`src/rtl/fetch_pkg.sv`:
```
// Shared types and constants for the fetch sequencer.
// State codes are plain 2-bit constants so that legacy code can compare against them.
package fetch_pkg;

    localparam logic [1:0] FETCH_REQ  = 2'd0;
    localparam logic [1:0] FETCH_WAIT = 2'd1;
    localparam logic [1:0] FETCH_HOLD = 2'd2;

    localparam int unsigned INSTR_BYTES = 4;

    typedef enum logic [1:0] {
        REDIR_NONE = 2'd0,
        REDIR_TRAP = 2'd1,
        REDIR_EX   = 2'd2,
        REDIR_BP   = 2'd3
    } redir_src_e;

endpackage

```
`src/rtl/redirect_prio_mux.sv`:
```
// Fixed-priority selector for PC redirects: trap, then execute mispredict, then branch prediction.
import fetch_pkg::*;

module redirect_prio_mux #(
    parameter int PC_W = 64
) (
    input  logic            trap_valid,
    input  logic [PC_W-1:0] trap_pc,
    input  logic            ex_valid,
    input  logic [PC_W-1:0] ex_pc,
    input  logic            bp_valid,
    input  logic [PC_W-1:0] bp_pc,
    output logic            redirect_valid,
    output logic [PC_W-1:0] redirect_pc,
    output redir_src_e      redirect_src
);

    always_comb begin
        // NOTE: every output gets a default first so no path leaves it unassigned (no latch).
        redirect_valid = 1'b0;
        redirect_pc    = '0;
        redirect_src   = REDIR_NONE;
        if (trap_valid) begin
            redirect_valid = 1'b1;
            redirect_pc    = trap_pc;
            redirect_src   = REDIR_TRAP;
        end else if (ex_valid) begin
            redirect_valid = 1'b1;
            redirect_pc    = ex_pc;
            redirect_src   = REDIR_EX;
        end else if (bp_valid) begin
            redirect_valid = 1'b1;
            redirect_pc    = bp_pc;
            redirect_src   = REDIR_BP;
        end
    end

endmodule

```
`src/rtl/fetch_seq_ctrl.sv`:
```
// Fetch PC sequencer: one outstanding imem request, redirect/kill handling, valid/ready to decode.
// Optional macro FETCH_PERF_EN adds saturating kill and stall counters.
import fetch_pkg::*;

module fetch_seq_ctrl #(
    parameter int              PC_W      = 64,
    parameter int              ILEN      = 32,
    parameter logic [PC_W-1:0] RESET_VEC = PC_W'(64'h0000_0000_8000_0000)
) (
    input  logic            clk,
    input  logic            rst,
    input  logic            trap_valid,
    input  logic [PC_W-1:0] trap_pc,
    input  logic            ex_redirect_valid,
    input  logic [PC_W-1:0] ex_redirect_pc,
    input  logic            bp_taken,
    input  logic [PC_W-1:0] bp_pc,
    output logic            imem_req_valid,
    input  logic            imem_req_ready,
    output logic [PC_W-1:0] imem_req_addr,
    input  logic            imem_resp_valid,
    input  logic [ILEN-1:0] imem_resp_data,
    output logic            fetch_valid,
    input  logic            fetch_ready,
    output logic [ILEN-1:0] fetch_instr,
    output logic [PC_W-1:0] fetch_pc,
    output logic [PC_W-1:0] pc
`ifdef FETCH_PERF_EN
    ,
    output logic [31:0]     perf_kill_cnt,
    output logic [31:0]     perf_stall_cnt
`endif
);

    logic [1:0]      state;
    logic            kill;
    logic [PC_W-1:0] req_pc;

    logic            handshake;
    logic            redir_valid;
    logic [PC_W-1:0] redir_pc;
    redir_src_e      redir_src;
    logic            flush;
    logic            resp_drop;

    // The prediction only counts when decode actually takes the instruction.
    assign handshake = (state == FETCH_HOLD) && fetch_ready;

    redirect_prio_mux #(.PC_W(PC_W)) u_prio (
        .trap_valid     (trap_valid),
        .trap_pc        (trap_pc),
        .ex_valid       (ex_redirect_valid),
        .ex_pc          (ex_redirect_pc),
        .bp_valid       (handshake && bp_taken),
        .bp_pc          (bp_pc),
        .redirect_valid (redir_valid),
        .redirect_pc    (redir_pc),
        .redirect_src   (redir_src)
    );

    // A taken prediction is a normal sequencing step; only trap/mispredict squash work in flight.
    assign flush     = redir_valid && (redir_src != REDIR_BP);
    assign resp_drop = (state == FETCH_WAIT) && imem_resp_valid && (kill || flush);

    assign imem_req_valid = rst && (state == FETCH_REQ) && !flush;
    assign imem_req_addr  = pc;
    assign fetch_valid    = (state == FETCH_HOLD);

    always_ff @(posedge clk or negedge rst) begin
        if (!rst) begin
            pc          <= RESET_VEC;
            state       <= FETCH_REQ;
            kill        <= 1'b0;
            req_pc      <= '0;
            fetch_instr <= '0;
            fetch_pc    <= '0;
        end else begin
            // NOTE: non-blocking assignments so every flop samples pre-edge values.
            if (redir_valid)
                pc <= redir_pc;
            else if (handshake)
                pc <= fetch_pc + PC_W'(INSTR_BYTES);

            case (state)
                FETCH_REQ: begin
                    if (imem_req_valid && imem_req_ready) begin
                        req_pc <= pc;
                        state  <= FETCH_WAIT;
                    end
                end
                FETCH_WAIT: begin
                    if (resp_drop) begin
                        kill  <= 1'b0;
                        state <= FETCH_REQ;
                    end else if (imem_resp_valid) begin
                        fetch_instr <= imem_resp_data;
                        fetch_pc    <= req_pc;
                        state       <= FETCH_HOLD;
                    end else if (flush) begin
                        kill <= 1'b1;
                    end
                end
                FETCH_HOLD: begin
                    if (flush || fetch_ready)
                        state <= FETCH_REQ;
                end
                default: state <= FETCH_REQ;
            endcase
        end
    end

`ifdef FETCH_PERF_EN
    always_ff @(posedge clk or negedge rst) begin
        if (!rst) begin
            perf_kill_cnt  <= '0;
            perf_stall_cnt <= '0;
        end else begin
            if (resp_drop && (perf_kill_cnt != '1))
                perf_kill_cnt <= perf_kill_cnt + 32'd1;
            if ((state == FETCH_HOLD) && !fetch_ready && (perf_stall_cnt != '1))
                perf_stall_cnt <= perf_stall_cnt + 32'd1;
        end
    end
`endif

endmodule
```
`config.mk`:
```
export PLATFORM = sky130hd
export DESIGN_NAME = fetch_seq_ctrl
export DESIGN_NICKNAME = d
export VERILOG_FILES = /design/src/rtl/fetch_pkg.sv /design/src/rtl/redirect_prio_mux.sv /design/src/rtl/fetch_seq_ctrl.sv
export SDC_FILE = /design/constraint.sdc
export NUM_CORES = 1
export LEC_CHECK = 0
export ABC_CLOCK_PERIOD_IN_PS = 6400
export BUFFER_PORTS_ARGS = -buffer_cell sky130_fd_sc_hd__buf_2
export CORE_AREA = 2 2 178 180
export DETAILED_ROUTE_END_ITERATION = 8
export DIE_AREA = 0 0 180 182
export HOLD_SLACK_MARGIN = 0.02
export SLEW_MARGIN = 20
export SYNTH_ARGS = -nofsm -noshare
export SYNTH_HDL_FRONTEND = slang
export SYNTH_SLANG_ARGS = --single-unit
```
`constraint.sdc`:
```
create_clock -name clk -period 6.4 [get_ports clk]
set_input_delay 0.32 -clock clk [delete_from_list [all_inputs] [get_ports clk]]
set_output_delay 0.32 -clock clk [all_outputs]
set_load 0.05 [all_outputs]
```
* Word-level counts from Yosys, hierarchy flattened *
Index checks and enable logic that the tools add are counted.

operators by class
  eq/ne operators = 7
  multiplexer cells = 19
  reduce and logical (&&, ||, !) cells = 18
  $add $sub $neg = 1
  bitwise logic cells = 1

operator list
  kind                                                    count
  2-to-1 mux 64 bit                                       5
  adder 64 x 3 -> 64 bit (second input constant)          1
  2-to-1 mux 2 bit                                        7
  AND reduction 3 bit                                     3
  logical AND 1 bit                                       8
  2-to-1 mux 1 bit                                        6
  inequality test 2 x 1 -> 1 bit (second input constant)  3
  one-hot mux 2 bit (3 select lines)                      1
  nonzero test 2 bit                                      2
  inequality test 3 bit (second input constant)           1
  equality test 2 x 1 -> 1 bit (second input constant)    1
  equality test 2 bit (second input constant)             1
  logical NOT 2 bit                                       1
  logical OR 1 bit                                        2
  inequality test 2 bit (second input constant)           1
  AND reduction 2 bit                                     1
  logical NOT 1 bit                                       1
  inverter 1 bit                                          1

storage, ports and cells
  register bits after elaboration = 227
  input bits = 232

* Longest topological paths before layout *
Gate-level depths: netlist of the first run.

  depth in word-level cells = 13
  gate-level depth with buffers = 9
  gate-level depth less buffers = 7

* By module *
From an unflattened synthesis of the first run, not the netlist that was laid out.

unflattened totals
  cell total of the unflattened synthesis = 1,213
  area total of the unflattened synthesis = 12,443.2 um2

modules (own cells, without submodules)
  module             sequential area each (um2)  instances  cells an instance  area an instance (um2)
  fetch_seq_ctrl     5,681.7                     1          917                10,680.2
  redirect_prio_mux  0.0                         1          296                1,762.9

* Worst setup path before layout of the first run *
Ideal clock, no wire load.

  path kind = register to register
  start point = register fetch_pc[2]
  end point = register pc[56], in the netlist imem_req_addr[56]
  arrival = 2,309 ps
  clock period less this slack = 2,441 ps
  library setup time = 132 ps
  data required time = 6,268 ps
  buffers on the path = 0
  path slack = 3,959 ps
  stages on the path, launching flop included = 8
  path through = dfrtp_1 ha_1 nand2_1 or4_4 nor4_4 and4bb_1 xnor2_1 o21ai_1

between the ends
  word-level cells in the longest chain between the ends = 3

RTL lines
  what                    RTL line              RTL
  start, declared         fetch_seq_ctrl.sv:26  output logic [PC_W-1:0] fetch_pc,
  start signal, assigned  fetch_seq_ctrl.sv:97  fetch_pc <= req_pc;
  adder 64 x 3 -> 64 bit  fetch_seq_ctrl.sv:82  pc <= fetch_pc + PC_W'(INSTR_BYTES);
  2-to-1 mux 64 bit       fetch_seq_ctrl.sv:81  else if (handshake)
  2-to-1 mux 64 bit       fetch_seq_ctrl.sv:79  if (redir_valid)
  end signal, assigned    fetch_seq_ctrl.sv:80  pc <= redir_pc;
  end signal, assigned    fetch_seq_ctrl.sv:82
  end, declared           fetch_seq_ctrl.sv:27  output logic [PC_W-1:0] pc

No other way between the ends. The select of a mux whose other input is x is not followed.
A chain may end at the register's enable or synchronous reset.

* Worst setup path in the final report of the first run *
  start point = input port ex_redirect_valid
  end point = register pc[19], in the netlist imem_req_addr[19]

between the ends
  word-level cells in the longest chain between the ends = 3

RTL lines
  what                                                     RTL line                 RTL
  start, declared                                          fetch_seq_ctrl.sv:14     input logic ex_redirect_valid,
  2-to-1 mux 64 bit or 2-to-1 mux 1 bit (tied branches)    redirect_prio_mux.sv:27  end else if (ex_valid) begin
  2-to-1 mux 64 bit or 2-to-1 mux 1 bit (tied branches)    redirect_prio_mux.sv:23  if (trap_valid) begin
  2-to-1 mux 64 bit or nonzero test 2 bit (tied branches)  --

Parallel ways exist; a longest one is shown, timed or not.

==> results.sh, run 1 <==
export IMPL_status="complete, no violations"
export IMPL_start_of_the_worst_register_to_register_path="fetch_pc[6]"
export IMPL_finalWeightedCongestion=0.812
export IMPL_timing_slew_headroom_pct=27.5
export IMPL_synth_common_cells="sky130_fd_sc_hd__dfrtp_1, sky130_fd_sc_hd__mux2_2, sky130_fd_sc_hd__nor2_1, sky130_fd_sc_hd__nand2_1, sky130_fd_sc_hd__o21ai_0"
export IMPL_clock_root_buffer="sky130_fd_sc_hd__clkbuf_16"
export IMPL_clock_insertion_delay_worst_skew_ns=0.53
export IMPL_power_density_nw_per_um2=328
export IMPL_critPathBufInv=3
export IMPL_flow_area_growth_from_synthesis_pct=28.7
export IMPL_synth_cell_area_sq_um=11500
export IMPL_synthesis_nets=1278
export IMPL_dieArea_sq_um=32800
export IMPL_standard_cell_row_count=65
export IMPL_placeableCoreArea_sq_um=31000
export IMPL_irDropWorstVdd_uv=213
export IMPL_ys_ff_latch=227
export IMPL_final_setup_tns_ns=0
export IMPL_post_synth_top_area_fraction_pct=49.3
export IMPL_drt_vias_per_instance=5.30
export IMPL_slowest_delay_ns=0.74
export IMPL_setup_viol=0
export IMPL_unrepaired_setup_endpoints_after_global_routing="false"
export IMPL_layout_cells_non_filler=1863
export IMPL_cts_repair_resized=0
export IMPL_critical_path_startpoint="ex_redirect_valid"
export IMPL_synth_enable_flop_cells=0
export IMPL_synth_lib_cells_used_distinct=46
export IMPL_clock_sinks=227
export IMPL_clk_pin_slew_worst_paths_ns=0.06
export IMPL_antenna_violating_nets_post_route=0
export IMPL_cp_cell_sequence="buf_2 -> buf_4 -> clkinv_1 -> nand2b_1 -> o22ai_1 -> o21ai_0 -> o21ai_0 -> o21ai_0"
export IMPL_dp_final_hpwl_mm=27.8
export IMPL_worstSetupPathType="in2reg"
export IMPL_worst_r2r_endpoint="imem_req_addr[49]"
export IMPL_final_hold_violation_count=0
export IMPL_cts_hold_fix_buffers=24
export IMPL_route_final_wire_length_mm=38.6
export IMPL_drt_pre_antenna_iters=5
export IMPL_cts_buffers_inserted=26
export IMPL_required_ns=6.84
export IMPL_buffer_ports_inserted=457
export IMPL_ff2ff_setup_slack_ns=3.49
export IMPL_fmax_mhz=341
export IMPL_grt_use_total_pct=22.8
export IMPL_worst_endpoint_arrival_ns=3.37
export IMPL_final_setup_skew_ns=0.0135
export IMPL_cts_max_level=1
export IMPL_min_period_over_period_pct=45.8
export IMPL_worst_r2r_path_depth=6
export IMPL_min_period_ns=2.93
export IMPL_grt_pass1_vias=9769
export IMPL_via_count=9878
export IMPL_async_flop_share_pct=100
export IMPL_post_cts_setup_buffer_count=0
export IMPL_wire_per_inst_um=20.7
export IMPL_syn_instance_count=1045
export IMPL_min_from="imem_resp_data[1]"
export IMPL_worst_setup_path_end_kind="flop"
export IMPL_path_max_fanout=53
export IMPL_setup_ws_ns=3.47
export IMPL_finalMaxSlewViolations=0
export IMPL_drt_first_iter_violations=667
export IMPL_placedInstanceArea_sq_um=13700
export IMPL_drc_errors=0
export IMPL_io_pins=458
export IMPL_path_delay_family="buffers and inverters"
export IMPL_setup_worst_path_start_class="input pin"
export IMPL_place_inst=1790
export IMPL_largest_net_degree_at_the_start_of_global_routing=86
export IMPL_synth_top_cell_by_area="sky130_fd_sc_hd__dfrtp_1"
export IMPL_synth_most_common_cell="sky130_fd_sc_hd__dfrtp_1"
export IMPL_critPathSlowestCell="sky130_fd_sc_hd__clkinv_1"
export IMPL_worst_path_most_repeated_cell="sky130_fd_sc_hd__o21ai_0"
export IMPL_initial_core_util_pct=37.0
export IMPL_seq_area_frac_synth_pct=49.5
export IMPL_postSynth_topFlopCell="sky130_fd_sc_hd__dfrtp_1"
export IMPL_die_w_um=180
export IMPL_cts_root_to_sink_buffers=3
export IMPL_tritoncts_clock_tree="built"
export IMPL_min_delay_path_class="in2reg"
export IMPL_grt_first_pass_wirelength_mm=58.5
export IMPL_synthesis_yosys_warnings=0
export IMPL_globalRouteOverflowTotal=0
export IMPL_drive_gt1_share_pct=47.2
export IMPL_final_net_count=1673
export IMPL_timing_critical_path_depth=8
export IMPL_stdcell_area_sq_um=14800
export IMPL_netlist_top_cells_area="sky130_fd_sc_hd__dfrtp_1, sky130_fd_sc_hd__mux2_2, sky130_fd_sc_hd__buf_4, sky130_fd_sc_hd__a22oi_1, sky130_fd_sc_hd__a221oi_1"
export IMPL_power_leakage_nw=7.26
export IMPL_critPathCapture="imem_req_addr[19]"
export IMPL_dp_worst_setup_slack_ns=2.88
export IMPL_dieHeight_um=182
export IMPL_maxCapViolations=0
export IMPL_number_of_antenna_violations_at_the_first_check_in_global_routing=3
export IMPL_timing_worst_slew_pin_value_ns=1.09
export IMPL_synth_avg_cell_area_sq_um=11.0
## state kept, by name (all words and copies together), names as in the netlist
register	count
fetch_pc	64
req_pc	64
fetch_instr	32
imem_req_addr	64
state	2
kill	1
## metal layers
| metal | GRT usage [%] | routed length, um |
|---|---|---|
| met3 | 2.99 | 2180 |
| met1 | 31.1 | 17200 |
| met4 | 5.59 | 717 |
| met2 | 38.5 | 18600 |
| met5 | 0 | 16 |
## cell usage in the layout (no fill, tap or decap), types with 3 or more instances in the layout
cell | synthesis | routed
sky130_fd_sc_hd__buf_2 | 13 | 455
sky130_fd_sc_hd__dfrtp_1 | 226 | 226
sky130_fd_sc_hd__mux2_2 | 160 | 160
sky130_fd_sc_hd__nor2_1 | 78 | 77
sky130_fd_sc_hd__o21ai_0 | 67 | 67
sky130_fd_sc_hd__nand2_1 | 67 | 66
sky130_fd_sc_hd__a22oi_1 | 51 | 51
sky130_fd_sc_hd__a221oi_1 | 42 | 42
sky130_fd_sc_hd__xnor2_1 | 33 | 33
sky130_fd_sc_hd__nand3_1 | 33 | 32
sky130_fd_sc_hd__clkbuf_16 | 0 | 27
sky130_fd_sc_hd__xor2_1 | 25 | 25
sky130_fd_sc_hd__dlygate4sd3_1 | 0 | 24
sky130_fd_sc_hd__a21oi_1 | 21 | 20
sky130_fd_sc_hd__nand4_1 | 14 | 14
sky130_fd_sc_hd__and3_1 | 12 | 12
sky130_fd_sc_hd__buf_4 | 65 | 12
sky130_fd_sc_hd__nor3_1 | 10 | 10
sky130_fd_sc_hd__o22ai_1 | 10 | 10
sky130_fd_sc_hd__inv_1 | 9 | 9
sky130_fd_sc_hd__nor4_1 | 7 | 7
sky130_fd_sc_hd__clkbuf_1 | 43 | 7
sky130_fd_sc_hd__and4_1 | 6 | 6
sky130_fd_sc_hd__o21ai_1 | 6 | 6
sky130_fd_sc_hd__nor4_2 | 6 | 6
sky130_fd_sc_hd__clkinv_2 | 0 | 6
sky130_fd_sc_hd__a222oi_1 | 5 | 5
sky130_fd_sc_hd__a31oi_1 | 3 | 3
sky130_fd_sc_hd__nor2b_1 | 3 | 3
sky130_fd_sc_hd__nand4b_1 | 3 | 3
sky130_fd_sc_hd__clkbuf_8 | 0 | 3
## area by class of cell
cell class | instances | area (sq um)
antenna | 2 | 5.00
clock buffer | 37 | 743
clock inverter | 10 | 105
fill | 2997 | 16200
inverter | 10 | 37.5
multi-input combinational | 683 | 5070
sequential | 227 | 5680
tap | 402 | 503
timing repair buffer | 492 | 2620
## stage by stage
stage                     hold slack [ns]  total power [mW]  utilization, %
after floorplan                    0.0244              2.97               -
after global placement              0.369              3.35            44.1
after detailed placement            0.366              3.38            44.1
after CTS                          0.0201              4.88            47.6
after global routing               0.0356              5.04            47.6
final                              0.0403              4.84            47.6
## worst reg2reg max path, cell delays in order, from the launching register on
cell	delay [ns]
sky130_fd_sc_hd__dfrtp_1	0.45
sky130_fd_sc_hd__nand3_1	0.20
sky130_fd_sc_hd__nor3_2	0.82
sky130_fd_sc_hd__nand4_1	0.66
sky130_fd_sc_hd__nor4_2	0.40
sky130_fd_sc_hd__xnor2_1	0.17
sky130_fd_sc_hd__o21ai_0	0.09
## cell families (layout without fill, tap and decap cells)
kind of cell	after synthesis	after routing	share of synthesized area, %
other	0	2	0
muxes	160	160	15.7
adders and majority gates	1	1	0.109
DFF	227	227	49.5
buffers and inverters	135	549	6.68
and+or+nand+nor	253	253	11.3
xor gates and xnor gates	58	58	4.43
AOI/OAI and AO/OA	211	211	12.2
## power by group
part	total, mW	internal (mW)	switching (mW)
logic	1.43	0.433	0.992
registers	1.94	1.70	0.238
clock network	1.48	0.886	0.594
## worst min-delay path by stage
stage	endpoint	cells past startpoint
global route	fetch_instr[8]	2
CTS	fetch_instr[18]	2
global placement	req_pc[47]	1
finish	fetch_instr[1]	2
floorplan	fetch_instr[0]	0
detailed placement	req_pc[47]	1
Power figures use the tool's default switching activity.
==> inputs of run 2 (changes only) <==
--- a/config.mk
+++ b/config.mk
@@ -5,7 +5,7 @@
 export SDC_FILE = /design/constraint.sdc
 export NUM_CORES = 1
 export LEC_CHECK = 0
-export ABC_CLOCK_PERIOD_IN_PS = 6400
+export ABC_CLOCK_PERIOD_IN_PS = 2800
 export BUFFER_PORTS_ARGS = -buffer_cell sky130_fd_sc_hd__buf_2
 export CORE_AREA = 2 2 178 180
 export DETAILED_ROUTE_END_ITERATION = 8
==> constraint.sdc (replaced) <==
create_clock -name clk -period 2.8 [get_ports clk]
set_input_delay 0.14 -clock clk [delete_from_list [all_inputs] [get_ports clk]]
set_output_delay 0.14 -clock clk [all_outputs]
set_load 0.05 [all_outputs]
==> run 2 against run 1 <==
Compared with the run above:
- sequential power increased by 130%
- critical path depth unchanged
- combinational power increased by 140%
- register-to-register slack got worse by 3.3 ns
- die area unchanged
- setup slack got worse by 3.3 ns
- final cell count increased by 5.9%
- clock skew decreased by 0.0057 ns
- non-clock buffer count increased by 110
==> results.sh, run 2 (same netlist as run 1, synthesis figures left out) <==
export IMPL_drt_vias_per_instance=5.28
export IMPL_cts_root_to_sink_buffers=3
export IMPL_via_count=10400
export IMPL_setup_viol=0
export IMPL_setup_worst_path_start_class="flop"
export IMPL_required_ns=3.23
export IMPL_min_delay_path_class="in2reg"
export IMPL_dieArea_sq_um=32800
export IMPL_min_period_over_period_pct=94.6
export IMPL_grt_use_total_pct=23.8
export IMPL_timing_slew_headroom_pct=45.2
export IMPL_layout_cells_non_filler=1972
export IMPL_post_cts_setup_buffer_count=0
export IMPL_critical_path_startpoint="state[0]"
export IMPL_setup_ws_ns=0.151
export IMPL_globalRouteMet3Util_pct=4.37
export IMPL_ff2ff_setup_slack_ns=0.15
export IMPL_drt_first_iter_violations=566
export IMPL_antenna_diode_count=0
export IMPL_final_net_count=1783
export IMPL_power_leakage_nw=7.75
export IMPL_flow_area_growth_from_synthesis_pct=38.3
export IMPL_clock_sinks=227
export IMPL_grt_pass1_vias=10300
export IMPL_globalRouteOverflowTotal=0
export IMPL_clock_root_buffer="sky130_fd_sc_hd__clkbuf_16"
export IMPL_worst_r2r_endpoint="imem_req_addr[43]"
export IMPL_worst_endpoint_arrival_ns=3.08
export IMPL_critPathCapture="imem_req_addr[43]"
export IMPL_dieHeight_um=182
export IMPL_dp_final_hpwl_mm=29.3
export IMPL_status="complete, no violations"
export IMPL_grt_met2_usage_pct=39.7
export IMPL_min_period_ns=2.65
export IMPL_wire_per_inst_um=20.5
export IMPL_final_hold_worst_slack_ns=0.0313
export IMPL_unrepaired_setup_endpoints_after_global_routing="false"
export IMPL_cp_cell_sequence="nand4b_1 -> nor2_4 -> buf_4 -> a22oi_1 -> nor2_1 -> a221oi_1 -> dlygate4sd3_1 -> o21ai_0"
export IMPL_dp_worst_setup_slack_ns=0.419
export IMPL_maxCapViolations=0
export IMPL_final_hold_violation_count=0
export IMPL_clk_pin_slew_worst_paths_ns=0.06
export IMPL_antenna_violating_nets_post_route=0
export IMPL_final_cell_mix="sky130_fd_sc_hd__buf_2, sky130_fd_sc_hd__dfrtp_1, sky130_fd_sc_hd__mux2_2"
export IMPL_final_common_cell="sky130_fd_sc_hd__buf_2"
export IMPL_grt_first_pass_wirelength_mm=61.0
export IMPL_io_pins=458
export IMPL_power_density_nw_per_um2=711
export IMPL_drt_pre_antenna_iters=7
export IMPL_tritoncts_clock_tree="built"
export IMPL_cts_max_level=1
export IMPL_largest_net_degree_at_the_start_of_global_routing=115
export IMPL_initial_core_util_pct=37.0
export IMPL_irDropWorstVdd_uv=567
export IMPL_timing_worst_slew_pin_value_ns=0.822
export IMPL_worst_setup_path_end_kind="flop"
export IMPL_number_of_antenna_violations_at_the_first_check_in_global_routing=1
export IMPL_finalWeightedCongestion=0.852
export IMPL_critPathSlowestCell="sky130_fd_sc_hd__dlygate4sd3_1"
export IMPL_placeableCoreArea_sq_um=31000
export IMPL_fmax_mhz=377
export IMPL_most_congested_layer_reported_by_global_routing="met2"
export IMPL_standard_cell_row_count=65
export IMPL_die_w_um=180
export IMPL_final_setup_tns_ns=0
export IMPL_final_setup_skew_ns=0.00782
export IMPL_start_of_the_worst_register_to_register_path="state[0]"
export IMPL_finalMaxSlewViolations=0
export IMPL_stdcell_area_sq_um=15900
export IMPL_drive_gt1_share_pct=45.2
export IMPL_path_max_fanout=16
export IMPL_slowest_delay_ns=0.58
export IMPL_place_inst=1807
export IMPL_placedInstanceArea_sq_um=13800
export IMPL_grt_met1_usage_pct=31.8
export IMPL_buffer_ports_inserted=457
export IMPL_drc_errors=0
export IMPL_worstSetupPathType="reg2reg"
export IMPL_route_final_wire_length_mm=40.4
export IMPL_clock_insertion_delay_worst_skew_ns=0.53
export IMPL_cts_buffers_inserted=26
export IMPL_worst_r2r_path_depth=8
==> run 2: worst max-delay path, delay by kind of cell (launching register included) <==
kind | cells | cell delay (ns)
DFF | 1 | 0.42
and+or+nand+nor | 3 | 0.98
buffers and inverters | 2 | 0.88
AOI/OAI and AO/OA | 3 | 0.26
==> run 2: area by class of cell <==
cell class | instances | area [sq um]
inverter | 10 | 37.5
clock buffer | 41 | 808
timing repair buffer | 602 | 3710
fill | 2867 | 15100
sequential | 227 | 5680
clock inverter | 7 | 66.3
tap | 402 | 503
multi-input combinational | 683 | 5070
==> run 2: worst min path at each step <==
stage                       startpoint                 to  cells after the start
floorplan                          rst     fetch_instr[0]                      0
global placement                   rst       fetch_pc[54]                      1
detailed placement                 rst       fetch_pc[54]                      1
CTS                 ex_redirect_pc[20]  imem_req_addr[20]                      5
global route               trap_pc[50]  imem_req_addr[50]                      3
finish                     trap_pc[16]  imem_req_addr[16]                      5
==> run 2: per-stage QoR <==
| step | utilization, % | power, mW |
|---|---|---|
| after floorplan | - | 6.80 |
| after global placement | 44.6 | 7.72 |
| after detailed placement | 44.6 | 7.76 |
| after CTS | 51.2 | 11.4 |
| after global routing | 51.2 | 11.8 |
| final | 51.2 | 11.3 |
==> run 2: what timing repair did <==
| item | 4_1_cts | 5_1_grt |
|---|---|---|
| endpoints found under the hold margin | 260 | 0 |
| hold buffers | 117 | 0 |
| resized for setup | 0 | 1 |
| setup endpoints to repair | 0 | 3 |
==> run 2: routing by layer <==
metal	vias up	wire (um)
li1	4758	-
met4	2	991
met5	-	15
met1	5146	17500
met2	437	19400
met3	67	2500
==> run 2: power by group <==
part | internal (mW) | switching, mW | leakage [nW]
Clock | 2.06 | 1.36 | 0.431
Sequential | 3.88 | 0.555 | 2.92
Combinational | 1.10 | 2.32 | 4.40
==> inputs of run 3 (changes only) <==
--- a/config.mk
+++ b/config.mk
@@ -11,6 +11,7 @@
 export DETAILED_ROUTE_END_ITERATION = 8
 export DIE_AREA = 0 0 180 182
 export HOLD_SLACK_MARGIN = 0.02
+export MAX_ROUTING_LAYER = met4
 export SLEW_MARGIN = 20
 export SYNTH_ARGS = -nofsm -noshare
 export SYNTH_HDL_FRONTEND = slang
==> run 3 against run 2 <==
Compared with the run above:
- routed wire length about the same
- sequential cell count stayed put
- utilization is the same
- combinational power about the same
- global-route usage rose by 0.72 points
- final cell count did not move
- sequential share of layout area unchanged
- total power about the same
- setup slack gained 0.033 ns
- sequential power is essentially flat
- first-iteration DRC count shrank 0.18%
- clock skew rose by 0.00057 ns
- largest cell class unchanged
==> results.sh, run 3 (same netlist as run 1, synthesis figures left out) <==
export IMPL_status="complete, no violations"
export IMPL_dieHeight_um=182
export IMPL_irDropWorstVdd_uv=567
export IMPL_buffer_ports_inserted=457
export IMPL_final_hold_violation_count=0
export IMPL_ff2ff_setup_slack_ns=0.18
export IMPL_slowest_delay_ns=0.59
export IMPL_clk_pin_slew_worst_paths_ns=0.06
export IMPL_path_max_fanout=16
export IMPL_largest_net_degree_at_the_start_of_global_routing=115
export IMPL_drive_gt1_share_pct=45.2
export IMPL_worst_setup_path_end_kind="flop"
export IMPL_start_of_the_worst_register_to_register_path="state[0]"
export IMPL_min_period_over_period_pct=93.4
export IMPL_globalRouteOverflowTotal=0
export IMPL_cp_cell_sequence="nand4b_1 -> nor2_4 -> buf_4 -> a22oi_1 -> nor2_1 -> a221oi_1 -> dlygate4sd3_1 -> o21ai_0"
export IMPL_fmax_mhz=382
export IMPL_setup_viol=0
export IMPL_placedInstanceArea_sq_um=13800
export IMPL_cts_root_to_sink_buffers=3
export IMPL_drt_first_iter_violations=565
export IMPL_min_from="ex_redirect_pc[20]"
export IMPL_post_cts_setup_buffer_count=0
export IMPL_grt_use_total_pct=24.5
export IMPL_report_power_total_mw=11.3
export IMPL_final_hold_worst_slack_ns=0.0356
export IMPL_min_period_ns=2.62
export IMPL_cts_buffers_inserted=26
export IMPL_grt_first_pass_wirelength_mm=61.0
export IMPL_dp_final_hpwl_mm=29.3
export IMPL_dieArea_sq_um=32800
export IMPL_finalWeightedCongestion=0.866
export IMPL_power_leakage_nw=7.75
export IMPL_fillerInstances=2867
export IMPL_route_final_wire_length_mm=40.4
export IMPL_grt_pass1_vias=10300
export IMPL_finalMaxSlewViolations=0
export IMPL_critPathSlowestCell="sky130_fd_sc_hd__dlygate4sd3_1"
export IMPL_initial_core_util_pct=37.0
export IMPL_clock_insertion_delay_worst_skew_ns=0.53
export IMPL_worst_endpoint_arrival_ns=3.05
export IMPL_maxCapViolations=0
export IMPL_flow_area_growth_from_synthesis_pct=38.3
export IMPL_drt_pre_antenna_iters=6
export IMPL_drc_errors=0
export IMPL_required_ns=3.23
export IMPL_final_util_pct=51.2
export IMPL_final_setup_skew_ns=0.00839
export IMPL_final_cell_mix="sky130_fd_sc_hd__buf_2, sky130_fd_sc_hd__dfrtp_1, sky130_fd_sc_hd__mux2_2"
export IMPL_timing_slew_headroom_pct=44.5
export IMPL_worst_r2r_path_depth=8
export IMPL_clock_sinks=227
export IMPL_wire_per_inst_um=20.5
export IMPL_cell_depth_of_the_worst_min_delay_path=5
export IMPL_die_w_um=180
export IMPL_via_count=10400
export IMPL_min_delay_path_class="in2reg"
export IMPL_timing_worst_slew_pin_value_ns=0.833
export IMPL_final_net_count=1783
export IMPL_drt_vias_per_instance=5.27
export IMPL_final_common_cell="sky130_fd_sc_hd__buf_2"
export IMPL_tritoncts_clock_tree="built"
export IMPL_cts_max_level=1
export IMPL_setup_worst_path_start_class="flop"
export IMPL_antenna_diode_count=0
export IMPL_antenna_violating_nets_post_route=0
export IMPL_clock_root_buffer="sky130_fd_sc_hd__clkbuf_16"
export IMPL_worstSetupPathType="reg2reg"
export IMPL_power_density_nw_per_um2=711
export IMPL_stdcell_area_sq_um=15900
export IMPL_number_of_antenna_violations_at_the_first_check_in_global_routing=1
export IMPL_worst_r2r_endpoint="imem_req_addr[43]"
export IMPL_hold_path_endpoint="imem_req_addr[20]"
export IMPL_standard_cell_row_count=65
export IMPL_io_pins=458
export IMPL_unrepaired_setup_endpoints_after_global_routing="false"
export IMPL_placeableCoreArea_sq_um=31000
export IMPL_final_setup_tns_ns=0
## run 3: cell counts in the layout (fill, tap and decap cells not counted)
No cell type changed its count.
## run 3: where the power goes
| group | leakage [nW] | total (mW) | internal (mW) | switching, mW |
|---|---|---|---|---|
| Clock | 0.431 | 3.42 | 2.06 | 1.36 |
| Sequential | 2.92 | 4.44 | 3.88 | 0.555 |
| Combinational | 4.40 | 3.42 | 1.10 | 2.32 |
| Total | 7.75 | 11.3 | 7.05 | 4.23 |
## run 3: cell type report
type	count	area [sq um]	area share, %
Tap cell	402	503	3.17
Clock inverter	7	66.3	0.418
Timing Repair Buffer	602	3710	23.4
Sequential cell	227	5680	35.8
Multi-Input combinational cell	683	5070	31.9
Inverter	10	37.5	0.236
Clock buffer	41	808	5.09
## run 3: how the worst max path moves through the flow
| stage | from | to | slack (ns) | depth (start not counted) |
|---|---|---|---|---|
| final | state[0] | imem_req_addr[43] | 0.18 | 8 |
| after global routing | state[0] | imem_req_addr[44] | 0.03 | 8 |
| after CTS | state[0] | imem_req_addr[27] | 0.04 | 6 |
| after detailed placement | fetch_pc[25] | imem_req_addr[32] | 0.42 | 6 |
| after global placement | fetch_pc[2] | imem_req_addr[56] | 0.47 | 7 |
| after floorplan | fetch_pc[2] | imem_req_addr[56] | 0.36 | 7 |
## run 3: what timing repair did
action | in CTS | in global routing
endpoints found under the setup margin | 0 | 3
gates resized for setup | 0 | 1
endpoints found under the hold margin | 260 | 0
hold buffers | 117 | 0
## run 3: worst max-delay path: cells and delay by family (launching register included)
kind                   cells  cell delay (ns)
AO/OA/AOI/OAI              3             0.25
AND/OR/NAND/NOR            3             0.94
buffers and inverters      2             0.90
flip-flops                 1             0.42
## run 3: per-layer routing
metal | up-vias | track usage (%) | wire length (um)
li1 | 4758 | - | -
met1 | 5164 | 32.2 | 17700
met2 | 413 | 39.6 | 19300
met3 | 67 | 3.79 | 2300
met4 | 0 | 6.60 | 1110
met5 | - | - | 0
## run 3: stage by stage
| step | std cells | setup slack, ns |
|---|---|---|
| 5_1_grt | 1972 | 0.0302 |
| 4_1_cts | 1972 | 0.0378 |
| 2_1_floorplan | 1045 | 0.359 |
| 6_report | 1972 | 0.184 |
| 3_3_place_gp | 1807 | 0.465 |
| 3_5_place_dp | 1807 | 0.419 |
